`src/rtl/lsu.sv`:
```
// lsu: load/store unit bridging a core request port to a word-wide memory; define LSU_RMW_EN to enable read-modify-write for sub-word stores at nonzero byte offsets
module lsu #(
  parameter logic [31:0] BASE_ADDR = 32'h0000_0000,
  parameter int          SIZE      = 1024
) (
  input  logic        clk,
  input  logic        rstn_i,
  input  logic        req_valid_i,
  output logic        req_ready_o,
  input  logic        req_we_i,
  input  logic [1:0]  req_size_i,
  input  logic        req_unsigned_i,
  input  logic [31:0] req_addr_i,
  input  logic [31:0] req_wdata_i,
  output logic        rsp_valid_o,
  output logic [31:0] rsp_rdata_o,
  output logic        rsp_err_o,
  output logic [31:0] mem_addr_o,
  output logic        mem_en_o,
  output logic [3:0]  mem_we_o,
  output logic [31:0] mem_wdata_o,
  input  logic [31:0] mem_rdata_i
);
  typedef enum logic [2:0] {
    IDLE,
    LOAD,
`ifdef LSU_RMW_EN
    RMW_RD,
`endif
    WRITE,
    RESP
  } state_t;
  localparam logic [31:0] DEPTH = 32'(SIZE);
  state_t state, nxt, st_first;
  logic accept, misalign, out_of_range, sub, req_err, in_rmw;
  logic [31:0] off_addr, ld_shift, ld_ext, st_mask, merged;
  logic [4:0] sh;
  logic [3:0] dir_we;
  logic [1:0] size_q;
  logic uns_q, err_q;
  logic [3:0] mwe_q;
  logic [31:0] addr_q, wdata_q, rdata_q;
  assign accept = req_valid_i & req_ready_o;
  assign off_addr = req_addr_i - BASE_ADDR;
  assign misalign = req_size_i == 2'b11 || (req_size_i == 2'b01 && req_addr_i[0]) ||
                    (req_size_i == 2'b10 && req_addr_i[1:0] != 2'b00);
  assign out_of_range = req_addr_i < BASE_ADDR || {2'b00, off_addr} >= {DEPTH, 2'b00};
  assign sub = req_size_i != 2'b10 && req_addr_i[1:0] != 2'b00;
  assign dir_we = req_size_i == 2'b10 ? 4'b1111 : req_size_i == 2'b01 ? 4'b0011 : 4'b0001;
`ifdef LSU_RMW_EN
  assign req_err = misalign || out_of_range;
  assign st_first = sub ? RMW_RD : WRITE;
  assign in_rmw = state == RMW_RD;
`else
  assign req_err = misalign || out_of_range || (req_we_i && sub);
  assign st_first = WRITE;
  assign in_rmw = 1'b0;
`endif
  assign sh = {addr_q[1:0], 3'b000};
  assign ld_shift = mem_rdata_i >> sh;
  assign ld_ext = size_q == 2'b00 ? {{24{!uns_q & ld_shift[7]}}, ld_shift[7:0]} :
                  size_q == 2'b01 ? {{16{!uns_q & ld_shift[15]}}, ld_shift[15:0]} : mem_rdata_i;
  assign st_mask = (size_q == 2'b00 ? 32'h0000_00FF : 32'h0000_FFFF) << sh;
  assign merged = (mem_rdata_i & ~st_mask) | ((wdata_q << sh) & st_mask);
  // state register
  always_ff @(posedge clk or negedge rstn_i)
    if (!rstn_i) state <= IDLE;
    else state <= nxt;
  // next-state: errors skip memory, stores pick direct write or read-modify-write
  always_comb begin
    nxt = state;
    case (state)
      IDLE: if (accept) nxt = req_err ? RESP : req_we_i ? st_first : LOAD;
      LOAD: nxt = RESP;
`ifdef LSU_RMW_EN
      RMW_RD: nxt = WRITE;
`endif
      WRITE: nxt = RESP;
      default: nxt = IDLE;
    endcase
  end
  // outputs decoded from state; memory port idles at zero
  always_comb begin
    req_ready_o = state == IDLE;
    rsp_valid_o = state == RESP;
    rsp_rdata_o = rsp_valid_o ? rdata_q : '0;
    rsp_err_o = rsp_valid_o & err_q;
    mem_en_o = state == LOAD || state == WRITE || in_rmw;
    mem_addr_o = mem_en_o ? {addr_q[31:2], 2'b00} : '0;
    mem_we_o = state == WRITE ? mwe_q : '0;
    mem_wdata_o = state == WRITE ? wdata_q : '0;
  end
  // request latch, load data capture and merged-word capture
  always_ff @(posedge clk or negedge rstn_i)
    if (!rstn_i) begin
      size_q <= '0;
      uns_q <= 1'b0;
      err_q <= 1'b0;
      mwe_q <= '0;
      addr_q <= '0;
      wdata_q <= '0;
      rdata_q <= '0;
    end else if (accept) begin
      size_q <= req_size_i;
      uns_q <= req_unsigned_i;
      err_q <= req_err;
      mwe_q <= sub ? 4'b1111 : dir_we;
      addr_q <= req_addr_i;
      wdata_q <= req_wdata_i;
      rdata_q <= '0;
    end else if (state == LOAD) rdata_q <= ld_ext;
    else if (in_rmw) wdata_q <= merged;
endmodule

```
`config.mk`:
```
export PLATFORM = sky130hd
export DESIGN_NAME = lsu
export DESIGN_NICKNAME = d
export VERILOG_FILES = /design/src/rtl/lsu.sv
export SDC_FILE = /design/constraint.sdc
export NUM_CORES = 1
export LEC_CHECK = 0
export BUFFER_PORTS_ARGS = -buffer_cell sky130_fd_sc_hd__buf_4
export CORE_MARGIN = 3
export CORE_UTILIZATION = 49
export CTS_CLUSTER_SIZE = 8
export DETAILED_ROUTE_END_ITERATION = 10
export PLACE_DENSITY = 0.92
export SYNTH_ARGS = -nofsm -noshare
export SYNTH_HDL_FRONTEND = slang
export SYNTH_SLANG_ARGS = --single-unit
```
`constraint.sdc`:
```
create_clock -name clk -period 2.01 [get_ports clk]
set_input_delay 0.1005 -clock clk [delete_from_list [all_inputs] [get_ports clk]]
set_output_delay 0.1005 -clock clk [all_outputs]
set_load 0.1 [all_outputs]
```
==> reports/results.txt <==
The clock slew seen by the registers of the worst setup and hold paths was 90 ps; the fraction of the cycle the final worst path needs was 0.979. For the fraction of the yosys area taken by sequential cells, the log shows 0.491. From synthesis to final layout, the design area changed by 57.0%. The library cell used most frequently in the layout, excluding fill and tap cells, is sky130_fd_sc_hd__nand2_1.

The required time of the critical path is 2320 ps. The total of endpoints with negative setup slack in the final report came out at 0. Count of warnings emitted by yosys: 0.

The post-synthesis compound-gate area fraction is 0.115. The proportion of netlist area held by the largest area contributor is 0.491, and the maximum fanout along the worst path is 16. The number of different library cells used by synthesis comes to 44.

At the end of routability-driven placement, the weighted congestion stood at 0.882. The run gives 0 as the number of pins with negative max-slew slack in the final report. The logs give 9 for the number of buffers inserted during clock tree synthesis and 207 for the number of I/O pins. Wires add up to 21900 µm.

The global-route total usage across every layer came out at 0.318. The worst hold path belongs to the class in -> reg. For the post-route non-filler standard cell count, the log shows 1024. Number of rows created at floorplan: 37.

Leaving out fill and tap cells, the most frequent cells in the layout are sky130_fd_sc_hd__nand2_1 (210), sky130_fd_sc_hd__buf_4 (152), sky130_fd_sc_hd__dfrtp_1 (104). The tools report the area of the mapped netlist as 5360 µm². In this run, synthesis inferred 0 flip-flops with an integrated enable. The simple-gate area share of the yosys netlist was 0.315.

The main flop type after synthesis was sky130_fd_sc_hd__dfrtp_1. Entering global routing, the biggest net connects 87 pins. The first global-routing pass estimated 31300 µm of wire. After the last flow step, the layout net total stands at 991. In the final routed layout, each cell accounts on average for 21.4 µm. For this run the aggregate overflow at the end of global routing stands at 0. Synthesis inferred 105 register bits. The fraction of synthesized cell area in xor and xnor cells was 0; the share of cells above drive strength 1 was 0.344. For the effective utilization at floorplan, the log shows 0.512. At the worst endpoint, the arrival time is 2270 ps. The tools report the area of the die as 12200 µm².

TritonCTS built the clock tree. By area, the combinational part of the netlist is dominated by simple AND/OR/NAND/NOR gates. The tools report the HPWL after detailed placement as 11800 µm. The instance count of the mapped netlist is 614, and the mux cell area share after synthesis is 0.0194.

The clock root buffer master was sky130_fd_sc_hd__clkbuf_8. Measured along the y axis, the die boundary spans 111 µm. For the first-pass iteration count of the detailed router, the log shows 6. The remaining max-slew budget at the tightest pin is 0.543, and the maximum buffer depth of the clock tree is 2. The maximum level of the CTS H-tree came out at 3.

The final-report hold violation count is 0. The critical path class was reg -> reg. The run gives 6089 as the via count of the first global-routing pass. Across all hold checks on the routed design, the worst slack comes to 20.3 ps.

The width of the die was 111 µm; the final setup skew was 13.4 ps. The run gives 521 as the detailed router's first-iteration violation count. The slew at the pin closest to its max-slew limit works out to 686 ps. The worst setup path is launched from a flop. The worst setup path is captured at a flop. The adder and majority cell fraction of the synthesized area works out to 0.0164.

Port buffering added 204 buffers. Sorting the synthesized cells by area gives the leading types as sky130_fd_sc_hd__dfrtp_1 (49%), sky130_fd_sc_hd__nand2_1 (15%), sky130_fd_sc_hd__and2_1 (12%). Average size of a mapped cell: 8.72 µm². The clock net in this run drives a total of 105 sinks.

The later pin in the worst-skew pair is clocked with a latency of 380 ps. The largest area contributor in the netlist is sky130_fd_sc_hd__dfrtp_1. The initial antenna violation count came out at 4.

The flow ran to the end, and the final reports show no timing, DRC or antenna violations. Static timing analysis puts the maximum clock frequency at 508 MHz. The number of vias after detailed routing was 6020.

The total area inside the core boundary comes to 10500 µm². Number of cells in the design after placement: 924. The fraction of registers with async set or reset after synthesis is 1.00, and the time the final worst path needs with I/O delays and setup is 1970 ps. The detail route stage leaves a number of antenna-violating nets equal to 0. Across the run, the number of max-cap violations was 0. After detailed routing, the number of vias per cell comes to 5.88. For this run, design rule violations remaining after detail routing come to 0.
[cells in the mapped netlist (3+ instances only)]
library cell               count
sky130_fd_sc_hd__buf_6         3
sky130_fd_sc_hd__nand2b_1      8
sky130_fd_sc_hd__a22o_1        5
sky130_fd_sc_hd__nor2b_1       6
sky130_fd_sc_hd__a21oi_1      17
sky130_fd_sc_hd__buf_4         3
sky130_fd_sc_hd__inv_1         5
sky130_fd_sc_hd__nand2_1     210
sky130_fd_sc_hd__and2_1       99
sky130_fd_sc_hd__clkbuf_1     30
sky130_fd_sc_hd__buf_1         3
sky130_fd_sc_hd__mux2i_1       9
sky130_fd_sc_hd__nand3b_1      7
sky130_fd_sc_hd__a221o_1      16
sky130_fd_sc_hd__o31ai_1       5
sky130_fd_sc_hd__dfrtp_1     105
sky130_fd_sc_hd__buf_2         5
sky130_fd_sc_hd__o21ai_0      17
sky130_fd_sc_hd__a222oi_1      6
sky130_fd_sc_hd__nor3_1        3
sky130_fd_sc_hd__ha_1          7
sky130_fd_sc_hd__nor4_1        5
sky130_fd_sc_hd__nor2_1       14
[area by class of cell]
type | instances | area (µm²)
well taps | 136 | 170
repair buffers | 299 | 2790
clock inverters | 4 | 45.0
multi-input cells | 460 | 2610
diodes | 3 | 7.51
fillers | 582 | 2050
clock buffers | 11 | 131
flip-flops and latches | 105 | 2630
inverters | 6 | 22.5
[what timing repair did]
| action | in CTS | in global routing |
|---|---|---|
| gates resized for setup | 3 | 79 |
| buffers inserted | 0 | 2 |
| endpoints found under the setup margin | 40 | 115 |
| endpoints found under the hold margin | 125 | 0 |
| hold buffers | 80 | 0 |
[kinds of logic after synthesis]
group	after synthesis
other	1
multiplexers	10
AO/OA/AOI/OAI	84
AND/OR/NAND/NOR	357
buffers and inverters	50
adder cells (fa/ha/maj)	7
flip-flops	105
[flip-flops by register name, summed over array words and instances, names as in the netlist]
name / cells
wdata_q: 32
mwe_q: 3
addr_q: 32
size_q: 2
uns_q: 1
err_q: 1
state: 2
rdata_q: 32
[layer usage]
layer / up-vias / GRT usage / wire length [µm]
li1: 2541 / - / -
met3: 141 / 0.0888 / 2280
met5: - / 0 / 0
met4: 0 / 0.145 / 1370
met1: 2863 / 0.368 / 7620
met2: 475 / 0.546 / 10700
[metrics by stage]
step / utilization / setup WS, ps / setup TNS, ps / cell area [µm²]
after global routing: 0.804 / -38.0 / -372 / 8410
after floorplan: - / 15.0 / 0 / 5450
final: 0.804 / 42.7 / 0 / 8410
after global placement: 0.677 / 161 / 0 / 7080
after CTS: 0.771 / -23.7 / -44.1 / 8070
after detailed placement: 0.677 / 8.45 / 0 / 7080
[worst paths after layout]
kind	startpoint	to	slack (ps)	cells past startpoint
max reg2reg	state[1]$_DFFE_PN0P_	rdata_q[18]$_DFFE_PN0P_	40	6
min	mem_rdata_i[16]	rdata_q[16]$_DFFE_PN0P_	20	2
min in group asynchronous	rstn_i	addr_q[16]$_DFFE_PN0P_	300	2
max	state[1]$_DFFE_PN0P_	rdata_q[18]$_DFFE_PN0P_	40	6
max in group asynchronous	rstn_i	addr_q[11]$_DFFE_PN0P_	1020	3
min reg2reg	addr_q[15]$_DFFE_PN0P_	addr_q[15]$_DFFE_PN0P_	480	2
[worst max-delay path, stage by stage, from the launching register on]
cell                      delay, ps
sky130_fd_sc_hd__dfrtp_1        450
sky130_fd_sc_hd__inv_1          160
sky130_fd_sc_hd__ha_1           200
sky130_fd_sc_hd__a21bo_2        280
sky130_fd_sc_hd__nor3_1         180
sky130_fd_sc_hd__and4_2         460
sky130_fd_sc_hd__a221o_1        170
Power is left out: the tool's default activity adds up to more than one toggle a clock period on the data nets, which glitch-free logic cannot reach.
